--- src/rtl/blt_scanline_addr_gen.sv ---
// blt_scanline_addr_gen
//   Bullet-sprite address generator for the VGA pixel path. During horizontal blanking it
//   scans every bullet once (one per clock) and latches up to SLOTS bullets that cover the
//   next line. During the following line it emits, one cycle after each h_cnt, the sprite ROM
//   address, hit flag and index of the lowest-indexed bullet covering that pixel.
// Ports
//   clk, rst         pixel clock, synchronous active-high reset
//   blt_vi/x/y       per-bullet visible flag and packed coordinates
//   h_cnt, v_cnt     current pixel column and line
//   blt_addr/hit/idx registered pixel result (all zero when no bullet covers the pixel)
//   scan_busy        high while the per-line scan or its commit is in progress
//   drop_cnt         saturating per-frame count of bullets that found no free slot
module blt_scanline_addr_gen #(
   parameter int unsigned N_BLT      = 13,
   parameter int unsigned COORD_W    = 9,
   parameter int unsigned SPR_W      = 15,
   parameter int unsigned SPR_H      = 15,
   parameter int unsigned MEM_W      = 30,
   parameter int unsigned X_OFS      = 160,
   parameter int unsigned ADDR_W     = 17,
   parameter int unsigned SLOTS      = 4,
   parameter int unsigned SCAN_START = 640,
   parameter int unsigned V_TOTAL    = 525,
   localparam int unsigned IDX_W     = $clog2(N_BLT)
) (
   input  logic                       clk,
   input  logic                       rst,
   input  logic [N_BLT-1:0]           blt_vi,
   input  logic [N_BLT*COORD_W-1:0]   blt_x,
   input  logic [N_BLT*COORD_W-1:0]   blt_y,
   input  logic [9:0]                 h_cnt,
   input  logic [9:0]                 v_cnt,
   output logic [ADDR_W-1:0]          blt_addr,
   output logic                       blt_hit,
   output logic [IDX_W-1:0]           blt_idx,
   output logic                       scan_busy,
   output logic [7:0]                 drop_cnt
);

   localparam int unsigned ROW_W  = $clog2(SPR_H);
   localparam int unsigned FILL_W = $clog2(SLOTS + 1);
   localparam int unsigned EXT_W  = COORD_W + 2;  // wide enough that y+SPR_H never wraps
   localparam int unsigned PX_W   = 11;

   typedef enum logic [1:0] {StIdle, StScan, StCommit} state_e;

   typedef struct packed {
      logic [COORD_W-1:0] x;
      logic [ROW_W-1:0]   row;
      logic [IDX_W-1:0]   idx;
   } slot_t;

   state_e              st_q, st_d;
   logic [IDX_W-1:0]    scan_idx_q, scan_idx_d;
   logic [9:0]          tl_q, tl_d;
   slot_t               pend_q [SLOTS];
   slot_t               pend_d [SLOTS];
   slot_t               act_q  [SLOTS];
   slot_t               act_d  [SLOTS];
   logic [FILL_W-1:0]   pend_fill_q, pend_fill_d;
   logic [FILL_W-1:0]   act_fill_q, act_fill_d;
   logic [7:0]          drop_q, drop_d;
   logic [ADDR_W-1:0]   addr_q, addr_d;
   logic                hit_q, hit_d;
   logic [IDX_W-1:0]    idx_q, idx_d;

   // Bullet currently under scan
   logic [COORD_W-1:0]  cur_x, cur_y;
   logic [EXT_W-1:0]    y_ext, tl_ext;
   logic                cur_qual;

   always_comb begin
      cur_x    = blt_x[scan_idx_q*COORD_W +: COORD_W];
      cur_y    = blt_y[scan_idx_q*COORD_W +: COORD_W];
      y_ext    = EXT_W'(cur_y);
      tl_ext   = EXT_W'(tl_q);
      cur_qual = blt_vi[scan_idx_q] && (y_ext <= tl_ext) && (tl_ext < y_ext + EXT_W'(SPR_H));
   end

   // Scan FSM and slot bookkeeping
   always_comb begin
      st_d        = st_q;
      scan_idx_d  = scan_idx_q;
      tl_d        = tl_q;
      pend_d      = pend_q;
      pend_fill_d = pend_fill_q;
      act_d       = act_q;
      act_fill_d  = act_fill_q;
      drop_d      = drop_q;
      case (st_q)
         StIdle: begin
            if (h_cnt == 10'(SCAN_START)) begin
               st_d        = StScan;
               scan_idx_d  = '0;
               pend_fill_d = '0;
               pend_d      = '{default: '0};
               tl_d        = (v_cnt == 10'(V_TOTAL - 1)) ? 10'd0 : v_cnt + 10'd1;
               // Scan for line 0 marks the start of a new frame
               if (tl_d == 10'd0) drop_d = 8'd0;
            end
         end
         StScan: begin
            if (cur_qual) begin
               if (pend_fill_q < FILL_W'(SLOTS)) begin
                  for (int s = 0; s < SLOTS; s++) begin
                     if (FILL_W'(s) == pend_fill_q) begin
                        pend_d[s].x   = cur_x;
                        pend_d[s].row = ROW_W'(tl_ext - y_ext);
                        pend_d[s].idx = scan_idx_q;
                     end
                  end
                  pend_fill_d = pend_fill_q + FILL_W'(1);
               end else if (drop_q != 8'hFF) begin
                  drop_d = drop_q + 8'd1;
               end
            end
            if (scan_idx_q == IDX_W'(N_BLT - 1)) st_d = StCommit;
            else scan_idx_d = scan_idx_q + IDX_W'(1);
         end
         StCommit: begin
            act_d      = pend_q;
            act_fill_d = pend_fill_q;
            st_d       = StIdle;
         end
         default: st_d = StIdle;
      endcase
   end

   // Pixel stage: per-slot horizontal coverage, then lowest-slot priority
   logic [PX_W-1:0] h_ext;
   logic [PX_W-1:0] slot_lo [SLOTS];
   logic            slot_hit [SLOTS];

   always_comb begin
      h_ext = PX_W'(h_cnt);
      for (int s = 0; s < SLOTS; s++) begin
         slot_lo[s]  = PX_W'(act_q[s].x) + PX_W'(X_OFS);
         slot_hit[s] = (FILL_W'(s) < act_fill_q) && (h_ext >= slot_lo[s]) &&
                       (h_ext < slot_lo[s] + PX_W'(SPR_W));
      end
   end

   always_comb begin
      addr_d = '0;
      hit_d  = 1'b0;
      idx_d  = '0;
      for (int s = SLOTS - 1; s >= 0; s--) begin
         // Descending walk so the lowest hitting slot is written last and wins
         if (slot_hit[s]) begin
            hit_d  = 1'b1;
            idx_d  = act_q[s].idx;
            addr_d = ADDR_W'(act_q[s].row) * ADDR_W'(MEM_W) + ADDR_W'(h_ext - slot_lo[s]);
         end
      end
   end

   always_ff @(posedge clk) begin
      if (rst) begin
         st_q        <= StIdle;
         scan_idx_q  <= '0;
         tl_q        <= '0;
         pend_q      <= '{default: '0};
         act_q       <= '{default: '0};
         pend_fill_q <= '0;
         act_fill_q  <= '0;
         drop_q      <= '0;
         addr_q      <= '0;
         hit_q       <= 1'b0;
         idx_q       <= '0;
      end else begin
         st_q        <= st_d;
         scan_idx_q  <= scan_idx_d;
         tl_q        <= tl_d;
         pend_q      <= pend_d;
         act_q       <= act_d;
         pend_fill_q <= pend_fill_d;
         act_fill_q  <= act_fill_d;
         drop_q      <= drop_d;
         addr_q      <= addr_d;
         hit_q       <= hit_d;
         idx_q       <= idx_d;
      end
   end

   assign blt_addr  = addr_q;
   assign blt_hit   = hit_q;
   assign blt_idx   = idx_q;
   assign scan_busy = (st_q != StIdle);
   assign drop_cnt  = drop_q;

endmodule

--- config.mk ---
export PLATFORM = sky130hd
export DESIGN_NAME = blt_scanline_addr_gen
export DESIGN_NICKNAME = d
export VERILOG_FILES = /design/src/rtl/blt_scanline_addr_gen.sv
export SDC_FILE = /design/constraint.sdc
export NUM_CORES = 1
export LEC_CHECK = 0
export ABC_AREA = 1
export BUFFER_PORTS_ARGS = -buffer_cell sky130_fd_sc_hd__clkbuf_2
export CORE_UTILIZATION = 35
export DETAILED_ROUTE_END_ITERATION = 8
export MAX_ROUTING_LAYER = met4
export PLACE_DENSITY = 0.61
export SLEW_MARGIN = 20
export SYNTH_ARGS = -nofsm -noshare
export SYNTH_HDL_FRONTEND = slang
export SYNTH_SLANG_ARGS = --single-unit
--- constraint.sdc ---
create_clock -name clk -period 3.9 [get_ports clk]
set_input_delay 0.39 -clock clk [delete_from_list [all_inputs] [get_ports clk]]
set_output_delay 0.39 -clock clk [all_outputs]
set_load 0.005 [all_outputs]
==> results of run 1 <==
==> flip-flops by register name, summed over array words and instances, names as in the netlist <==
register     cells
st_q             2
act_fill_q       3
act_q           68
drop_cnt         8
scan_idx_q       4
tl_q            10
pend_fill_q      3
blt_hit          1
pend_q          68
blt_addr        12
blt_idx          4
==> cell families after synthesis <==
logic type	Yosys count	synth area share
XOR/XNOR	109	0.0566
AND/OR/NAND/NOR	979	0.247
flip-flops	183	0.217
adder cells (fa/ha/maj)	230	0.183
buffers and inverters	366	0.0920
AO/OA/AOI/OAI	618	0.204
==> critical path, delay by kind of cell, from the launching register on <==
| family | cells | cell delay, ns |
|---|---|---|
| compound gates | 3 | 0.49 |
| simple gates | 10 | 0.78 |
| fa+ha+maj | 4 | 1.72 |
| flops | 1 | 0.36 |
| buf+inv | 2 | 0.11 |
| xor+xnor | 1 | 0.21 |
==> placed cells by master, fill, tap and decap left out, types with 7 or more instances in the layout <==
cell type    n
nand2_1    423
clkbuf_2   299
nor2_1     298
inv_1      240
o21ai_0    226
a21oi_1    220
ha_1       195
dfxtp_1    168
nand3_1     99
nand4_1     90
buf_4       84
xor2_1      70
o22ai_1     43
xnor2_1     38
fa_1        25
clkbuf_16   23
o21ai_1     21
o221ai_1    16
o211ai_1    15
nor3_1      14
a31oi_1     12
dfxtp_2     12
nand2_2     11
nor2_2       9
o21ai_2      8
a21oi_2      8
nand3_2      8
inv_2        7
or2_2        7
a21boi_0     7
buf_6        7
buf_12       7
==> per-stage QoR <==
stage | setup TNS (ns) | utilization | cells | hold WS, ns
after floorplan | 0 | - | 2485 | 0.425
after global placement | -0.0575 | 0.401 | 3357 | 0.440
after detailed placement | -0.218 | 0.401 | 3357 | 0.447
after CTS | 0 | 0.415 | 3390 | 0.341
after global routing | -1.38 | 0.431 | 3429 | 0.358
final | 0 | 0.431 | 3429 | 0.360
==> worst min-delay path by stage <==
stage,slack (ns),end,from
floorplan,0.42,act_q[37]$_SDFFE_PP0N_,act_q[37]$_SDFFE_PP0N_
finish,0.36,tl_q[8]$_SDFFE_PP0P_,v_cnt[8]
CTS,0.34,tl_q[6]$_SDFFE_PP0P_,v_cnt[6]
global route,0.36,tl_q[8]$_SDFFE_PP0P_,v_cnt[8]
global placement,0.44,act_q[37]$_SDFFE_PP0N_,act_q[37]$_SDFFE_PP0N_
detailed placement,0.45,act_q[37]$_SDFFE_PP0N_,act_q[37]$_SDFFE_PP0N_
==> metal layers <==
layer | vias to the layer above | GRT usage | share of wire
met5 | - | - | 0
met4 | 0 | 0.105 | 0.040
met3 | 110 | 0.0269 | 0.050
met2 | 625 | 0.403 | 0.47
met1 | 8414 | 0.303 | 0.44
li1 | 9058 | - | -
==> repair_timing <==
action | in CTS | in global routing
pin swaps | 3 | 35
resized for setup | 9 | 95
buffers inserted | 1 | 25
endpoints found under the setup margin | 6 | 82
cloned | 0 | 11
==> final cells by class <==
class / instances / area (um2)
clock inverters: 15 / 179
clock buffers: 17 / 425
repair buffers: 405 / 2540
diodes: 3 / 7.51
repair inverters: 2 / 17.5
inverters: 251 / 961
well taps: 615 / 769
multi-input cells: 1938 / 11900
flip-flops and latches: 183 / 3690
fillers: 4961 / 27100
==> power by group through the flow <==
stage / logic (W) / registers, W / clock network [W]
floorplan: 0.000413 / 0.00191 / 0
global placement: 0.000720 / 0.00191 / 0
detailed placement: 0.000726 / 0.00191 / 0
CTS: 0.000733 / 0.00187 / 0.00180
global route: 0.000850 / 0.00186 / 0.00189
finish: 0.000767 / 0.00186 / 0.00178
==> results_dict.tcl, run 1 <==
set metrics [dict create \
    first_global_vias 17417 \
    vias 18207 \
    postSynthCellCount 2485 \
    synthesis.area_mm2 0.0169 \
    synth.ff_latch_count 183 \
    critical_path.startpoint_type "register" \
    post_dp_cell_area_mm2 0.0191 \
    worstReg2RegStart "act_q[6]$_SDFFE_PP0N_" \
    routed_wirelength_um 61300 \
    avgSynthCellArea_um2 6.79 \
    buffers_from_clock_root_to_sink_at_most 2 \
    hold_path_depth 3 \
    synth_cell_type_count 53 \
    routabilityCongestion 0.968 \
    power.clock.fraction 0.403 \
    power_switching_w 0.00136 \
    finalClockSkew_ns 0.0118 \
    detail_route.iter0.violations 1177 \
    relSlewSlack 0.359 \
    wl_per_cell_um 17.9 \
    final_antenna_net_count 0 \
    critical_path.cell_chain "fa_1, fa_1, inv_1, fa_2, o221ai_2, xor2_1, ha_1, nand2_1, inv_1, a21oi_2, nand2_2, nand2_2, nand2_2, nand3_1, nand2_1, nand2_1, nand2_2, nand3_2, nand3_2, a21oi_2" \
    cts_inserted_buffers 17 \
    fp-row-count 80 \
    timing.setup.critical_path_class "reg2reg" \
    tightestPinTransition_ns 0.962 \
    yosysTopAreaCell "dfxtp_1" \
    r2r-end "blt_addr[10]$_SDFF_PP0_" \
    core-area_mm2 0.0476 \
    combPwrFrac 0.174 \
    cts_sinks 183 \
    fin_crit_ns 3.77 \
    worst-endpoint-arrival_ns 4.14 \
    cts_tree "built" \
    numPortBuffers 299 \
    synth_most_common_cell "nand2_1" \
    warning_count_from_the_yosys_run 0 \
    worst-endpoint-required_ns 4.28 \
    startpoint "act_q[6]$_SDFFE_PP0N_" \
    final-max-slew-violation-count 0 \
    final_hold_viol_count 0 \
    die-width_um 222 \
    setup_viol 0 \
    yosys-top-cells-count "nand2_1 (434), nor2_1 (303), inv_1 (244), o21ai_0 (237), a21oi_1 (228)" \
    grt_overflow_total 0 \
    ff2ff_path_depth 20 \
    max-vdd-ir-drop_mv 0.332 \
    track_usage 0.245 \
    ctsHoldBuffers 0 \
    leakagePower_nw 9.69 \
    vias_per_cell 5.31 \
    layout_cells_sized_above_1 0.195 \
    synth.yosys.seq_area_share 0.217 \
    drv.max_cap_violation_count 0 \
    worst_path_most_repeated_cell "nand2_2" \
    seq_power_share 0.423 \
    edff_count_synth 0 \
    drt-pass1-iter-count 5 \
    grt_max_degree 81 \
    p_sw_frac 0.308 \
    insertion_delay_ns 0.46 \
    setup.reg_to_reg.worst_slack_ns 0.13 \
    synth_flop_cell "dfxtp_1" \
    internal-power_w 0.00305 \
    timing.critical_path.to "blt_addr[10]$_SDFF_PP0_" \
    pwr_density_cell_mw_per_mm2 215 \
    htree_levels 4 \
    design_area_mm2 0.0205 \
    grt_pass1_wl_um 92800 \
    design_power_w 0.00441 \
    status "completed" \
    setup.worst_path.end_class "register" \
    synth.top_cell.area_share 0.217 \
    synth.top_cells.by_area "dfxtp_1 (22%), ha_1 (15%), nand2_1 (9.7%)" \
    cts_root_buf "clkbuf_16" \
    synth_nets 2984 \
    fmax_mhz 266 \
    ys_async_sr_fraction 0 \
    worst_slack_after_detailed_placement_ns -0.0880 \
    final_net_count 3297 \
    initial_utilization 0.354 \
    cpMaxStageDelayCell "fa_1" \
    pin_count 300 \
    layout_setup_ws_ns 0.135 \
    place.detailed.hpwl_um 48300 \
    worst_setup_hold_path_clk_slew_ns 0.08 \
    max_stage_delay_ns 0.55 \
    fp.dieH_um 222 \
    grt_antenna_before_repair 4 \
    area_growth_syn_to_layout_pct 21.7 \
    hold_class "in2reg" \
    cp_max_fo 4 \
    fp.dieArea_mm2 0.0491 \
    drc 0 \
    fin_crit_sh 0.965 \
]
Power figures use the tool's default switching activity.
==> run 2: changes to the inputs <==
==> constraint.sdc (replaced) <==
create_clock -name clk -period 4.5 [get_ports clk]
set_input_delay 0.45 -clock clk [delete_from_list [all_inputs] [get_ports clk]]
set_output_delay 0.45 -clock clk [all_outputs]
set_load 0.005 [all_outputs]
==> run 2 against run 1 <==
Against the previous run: setup slack improved by 0.27 ns; critical path depth decreased by 5; register-to-register slack improved by 0.27 ns; die area unchanged; non-clock buffer count decreased by 75; via count decreased by 1.8%; routed wire length decreased by 3.4%; clock skew increased by 0.00069 ns; final cell count decreased by 2.3%; worst hold slack improved by 0.064 ns; critical path type unchanged; largest power group unchanged.
==> results_dict.tcl, run 2 (synthesis results as in run 1) <==
set metrics [dict create \
    buffers_from_clock_root_to_sink_at_most 2 \
    drv.max_cap_violation_count 0 \
    routed_length_on_met2_um 27600 \
    first_global_vias 17238 \
    fin_crit_sh 0.909 \
    drc 0 \
    fp.dieH_um 222 \
    grt_overflow_total 0 \
    vias 17876 \
    mostFrequentLayoutCells "nand2_1 (434), nor2_1 (302), clkbuf_2 (299)" \
    critical_path.startpoint_type "register" \
    core-area_mm2 0.0476 \
    rsz0062_at_grt "no" \
    ctsHoldBuffers 0 \
    setup.worst_path.end_class "register" \
    fp-row-count 80 \
    detail_route.iter0.violations 1178 \
    worst_setup_hold_path_clk_slew_ns 0.07 \
    final_net_count 3218 \
    crit_buf_inv 1 \
    grt_max_degree 81 \
    max_stage_delay_ns 0.52 \
    vias_per_cell 5.33 \
    routed_wirelength_um 59200 \
    mostFrequentLayoutCell "nand2_1" \
    final_hold_viol_count 0 \
    leakagePower_nw 9.19 \
    place.detailed.hpwl_um 47400 \
    cts_sinks 183 \
    highest-signal-layer "met4" \
    area_growth_syn_to_layout_pct 15.1 \
    numPortBuffers 299 \
    htree_levels 4 \
    timing.setup.critical_path_class "reg2reg" \
    pin_count 300 \
    insertion_delay_ns 0.46 \
    drt-pass1-iter-count 5 \
    design_power_w 0.00379 \
    cts-resized-gates 0 \
    critical_path.cell_chain "fa_1, fa_1, inv_1, fa_1, o221ai_1, xor2_1, ha_1, nand2_1, o21ai_0, a21oi_1, or2_2, nand3_1, nand3_1, nand2_1, a21oi_1" \
    final_antenna_net_count 0 \
    cts_inserted_buffers 17 \
    pwr_density_cell_mw_per_mm2 195 \
    track_usage 0.242 \
    status "completed" \
    fmax_mhz 244 \
    tightestPinTransition_ns 1.01 \
    worst_path_most_repeated_cell "fa_1" \
    die-width_um 222 \
    layout_setup_ws_ns 0.409 \
    cp_max_fo 5 \
    routabilityCongestion 0.983 \
    finalClockSkew_ns 0.0125 \
    worst-endpoint-required_ns 4.78 \
    max-vdd-ir-drop_mv 0.283 \
    final-max-slew-violation-count 0 \
    grt_pass1_wl_um 92200 \
    wl_per_cell_um 17.7 \
    layout_cells_sized_above_1 0.148 \
    fin_crit_ns 4.09 \
    setup_viol 0 \
    worst_slack_after_detailed_placement_ns 0.330 \
    initial_utilization 0.354 \
    cpMaxStageDelayCell "fa_1" \
    met3_length_um 2810 \
    cts_tree "built" \
    wirelength_met1_um 26500 \
    cts_root_buf "clkbuf_16" \
    worst-endpoint-arrival_ns 4.37 \
    grt_antenna_before_repair 6 \
    fp.dieArea_mm2 0.0491 \
    cts_post_setup_buffers_inserted 0 \
    cell_family_with_the_largest_share_of_critical_path_delay "adder cells" \
    hold_class "in2reg" \
    relSlewSlack 0.323 \
    setup_total_negative_slack_ns 0 \
]
run 2: cell count changes in the layout (fill, tap and decap cells not counted), moves of 8 or more:
cell | before | now
buf_4 | 84 | 28
dfxtp_1 | 168 | 180
nand2_1 | 423 | 434
o21ai_0 | 226 | 237
dfxtp_2 | 12 | 2
nand2_2 | 11 | 1
a21oi_1 | 220 | 228
a21oi_2 | 8 | 0
run 2: stage by stage:
| step | std cells | utilization | cell area [um2] | hold slack, ns |
|---|---|---|---|---|
| final | 3351 | 0.408 | 19400 | 0.424 |
| after global routing | 3351 | 0.408 | 19400 | 0.418 |
| after CTS | 3347 | 0.407 | 19400 | 0.398 |
| after detailed placement | 3315 | 0.395 | 18800 | 0.445 |
| after global placement | 3315 | 0.395 | 18800 | 0.439 |
| after floorplan | 2485 | - | 16900 | 0.425 |
run 2: metal layers:
metal / GRT usage / vias to the layer above
li1: - / 8898
met1: 0.304 / 8236
met2: 0.396 / 642
met3: 0.0220 / 100
met4: 0.106 / 0
met5: - / -
run 2: worst paths after layout:
kind	from	endpoint	slack [ns]	depth (start not counted)
worst max register to register	act_q[4]$_SDFFE_PP0N_	blt_addr[15]$_SDFF_PP0_	0.41	15
worst min-delay path	v_cnt[8]	tl_q[8]$_SDFFE_PP0P_	0.42	3
worst min register to register	act_q[37]$_SDFFE_PP0N_	act_q[37]$_SDFFE_PP0N_	0.45	2
worst max-delay path	act_q[4]$_SDFFE_PP0N_	blt_addr[15]$_SDFF_PP0_	0.41	15
run 2: cell type report:
cell class | count | area [um2]
diodes | 4 | 10.0
clock buffers | 19 | 443
clock inverters | 13 | 144
fillers | 5037 | 28200
inverters | 251 | 946
multi-input cells | 1936 | 11700
flip-flops and latches | 183 | 3670
well taps | 615 | 769
repair buffers | 330 | 1770
run 2: worst min-delay path: stages:
cell and delay [ns]:
clkbuf_2 0.12, xnor2_1 0.12, o22ai_1 0.15
run 2: where the power goes:
| group | switching [W] | internal (W) |
|---|---|---|
| sequential | 0.000000110 | 0.00162 |
| clock | 0.000708 | 0.000838 |
| combinational | 0.000372 | 0.000253 |
| total | 0.00108 | 0.00271 |
==> run 3: changes to the inputs <==
==> constraint.sdc (replaced) <==
create_clock -name clk -period 3.8 [get_ports clk]
set_input_delay 0.38 -clock clk [delete_from_list [all_inputs] [get_ports clk]]
set_output_delay 0.38 -clock clk [all_outputs]
set_load 0.005 [all_outputs]
==> run 3 against run 2 <==
Against the previous run: clock skew is 0.00097 ns higher; maximum frequency is 9.9% higher; routed wire length is 3.7% higher; sequential share of layout area is 1.1 points lower; sequential power is 18% higher; first-iteration DRC count is 4.3% higher; register-to-register slack worse by 0.33 ns; global-route usage is 0.46 points higher; via count is 2.0% higher; die area stayed put; clock power is 14% higher; critical path type unchanged; critical endpoint is now blt_addr[9]$_SDFF_PP0_; highest routed layer unchanged.
==> results_dict.tcl, run 3 (synthesis results as in run 1) <==
set metrics [dict create \
    status "completed" \
    cell_family_with_the_largest_share_of_critical_path_delay "adder cells" \
    cts_root_buf "clkbuf_16" \
    area_growth_syn_to_layout_pct 22.2 \
    drv.max_cap_violation_count 0 \
    insertion_delay_ns 0.46 \
    buffers_from_clock_root_to_sink_at_most 2 \
    cts_inserted_buffers 17 \
    die-width_um 222 \
    initial_utilization 0.354 \
    fp-row-count 80 \
    min_delay_worst_endpoint "tl_q[8]$_SDFFE_PP0P_" \
    vias_per_cell 5.30 \
    grt_overflow_total 0 \
    timing.setup.critical_path_class "reg2reg" \
    post_dp_cell_area_mm2 0.0194 \
    met3_length_um 3040 \
    r2r-end "blt_addr[9]$_SDFF_PP0_" \
    cts_tree "built" \
    final_antenna_net_count 0 \
    hold_path_depth 3 \
    worst_setup_hold_path_clk_slew_ns 0.07 \
    grt_max_degree 81 \
    wl_per_cell_um 17.9 \
    worst-endpoint-required_ns 4.09 \
    p_sw_frac 0.301 \
    power.clock.fraction 0.393 \
    pwr_density_cell_mw_per_mm2 217 \
    final-max-slew-violation-count 0 \
    leakagePower_nw 9.77 \
    setup.worst_path.end_class "register" \
    crit_buf_inv 1 \
    drc 0 \
    htree_levels 4 \
    ff2ff_path_depth 15 \
    max_stage_delay_ns 0.59 \
    hold_class "in2reg" \
    fmax_mhz 269 \
    core-area_mm2 0.0476 \
    relSlewSlack 0.352 \
    routed_length_on_met2_um 29300 \
    grt_antenna_before_repair 1 \
    cp_max_fo 4 \
    track_usage 0.247 \
    routed_wirelength_um 61500 \
    mostFrequentLayoutCell "nand2_1" \
    wirelength_met1_um 26900 \
    fillerInstances 4976 \
    setup_viol 0 \
    final_net_count 3312 \
    power_switching_w 0.00135 \
    fin_crit_ns 3.72 \
    cpMaxStageDelayCell "fa_1" \
    ctsHoldBuffers 0 \
    final_hold_viol_count 0 \
    cts_sinks 183 \
    finalClockSkew_ns 0.0135 \
    place.detailed.hpwl_um 48500 \
    highest-signal-layer "met4" \
    grt_pass1_wl_um 93600 \
    setup.reg_to_reg.worst_slack_ns 0.08 \
    fp.dieArea_mm2 0.0491 \
    fin_crit_sh 0.979 \
    internal-power_w 0.00314 \
    vias 18230 \
    first_global_vias 17510 \
    fin_util 0.433 \
    seq_power_share 0.427 \
    worst-endpoint-arrival_ns 4.01 \
    hold_start "v_cnt[8]" \
    fp.dieH_um 222 \
    routabilityCongestion 0.973 \
    max-vdd-ir-drop_mv 0.289 \
    critical_path.cell_chain "fa_1, fa_1, inv_1, fa_2, o221ai_2, xor2_1, ha_1, nand2_2, o21ai_2, a21oi_2, or2_2, nand3_1, nand2_1, nand2_1, a21oi_2" \
    drt-pass1-iter-count 5 \
    detail_route.iter0.violations 1229 \
    combPwrFrac 0.180 \
    tightestPinTransition_ns 0.972 \
    layout_cells_sized_above_1 0.201 \
    numPortBuffers 299 \
    pin_count 300 \
    critical_path.startpoint_type "register" \
    rsz0062_at_grt "yes" \
    design_area_mm2 0.0206 \
    mostFrequentLayoutCells "nand2_1 (421), clkbuf_2 (299), nor2_1 (297)" \
    worstReg2RegStart "act_q[5]$_SDFFE_PP0N_" \
]
[run 3: cell count changes in the layout (fill, tap and decap cells not counted), sizes merged]
cell	before	now
buf	31	120
diode	4	1
clkbuf	318	322
clkinvlp	4	3
clkinv	4	8
bufinv	2	0
[run 3: power by group through the flow]
stage	combinational, W	clock [W]	sequential [W]
floorplan	0.000424	0	0.00196
global placement	0.000758	0	0.00196
detailed placement	0.000762	0	0.00196
CTS	0.000768	0.00178	0.00192
global route	0.000893	0.00187	0.00191
finish	0.000808	0.00176	0.00191
[run 3: worst max-delay path by stage]
stage	startpoint	endpoint	slack, ns	depth (start not counted)
after detailed placement	act_q[39]$_SDFFE_PP0N_	blt_addr[15]$_SDFF_PP0_	-0.03	19
after CTS	act_q[5]$_SDFFE_PP0N_	blt_addr[9]$_SDFF_PP0_	0.01	15
after global placement	act_q[39]$_SDFFE_PP0N_	blt_addr[15]$_SDFF_PP0_	0.03	19
after global routing	act_q[5]$_SDFFE_PP0N_	blt_addr[9]$_SDFF_PP0_	-0.10	20
final	act_q[5]$_SDFFE_PP0N_	blt_addr[9]$_SDFF_PP0_	0.08	15
after floorplan	act_q[6]$_SDFFE_PP0N_	blt_addr[15]$_SDFF_PP0_	0.33	15
[run 3: final cells by class]
cell class	instances	area, um2	area share
Timing Repair Buffer	424	2660	0.129
Clock buffer	18	439	0.0213
Multi-Input combinational cell	1936	12000	0.581
Sequential cell	183	3680	0.178
Tap cell	615	769	0.0373
Clock inverter	14	138	0.00667
Inverter	251	958	0.0465
Antenna cell	1	2.50	0.000121
[run 3: repair_timing]
item                                   in CTS  in global routing
pin swaps                                   1                 53
setup buffers                               1                 20
endpoints found under the hold margin       0                  0
setup endpoints to repair                   2                 83
gates resized for setup                     2                105
cloned                                      0                  6
[run 3: worst reg2reg max path, delay by kind of cell, from the launching register on]
family / cells / cell delay [ns]
adders and majority gates: 4 / 1.82
and+or+nand+nor: 5 / 0.71
AOI/OAI and AO/OA: 4 / 0.50
DFF: 1 / 0.36
xor gates and xnor gates: 1 / 0.10
buffers and inverters: 1 / 0.06
[run 3: stage by stage]
| stage | hold slack, ns | total power, W | std cells | setup TNS (ns) | setup WS (ns) |
|---|---|---|---|---|---|
| floorplan | 0.425 | 0.00239 | 2485 | 0 | 0.328 |
| finish | 0.323 | 0.00448 | 3442 | 0 | 0.0790 |
| detailed placement | 0.446 | 0.00272 | 3382 | -0.0284 | -0.0284 |
| global placement | 0.437 | 0.00272 | 3382 | 0 | 0.0328 |
| global route | 0.345 | 0.00468 | 3442 | -0.556 | -0.102 |
| CTS | 0.309 | 0.00447 | 3415 | 0 | 0.0108 |
[run 3: layer usage]
metal | up-vias | track usage
li1 | 9060 | -
met2 | 620 | 0.416
met5 | - | -
met1 | 8436 | 0.305
met4 | 0 | 0.0914
met3 | 114 | 0.0240
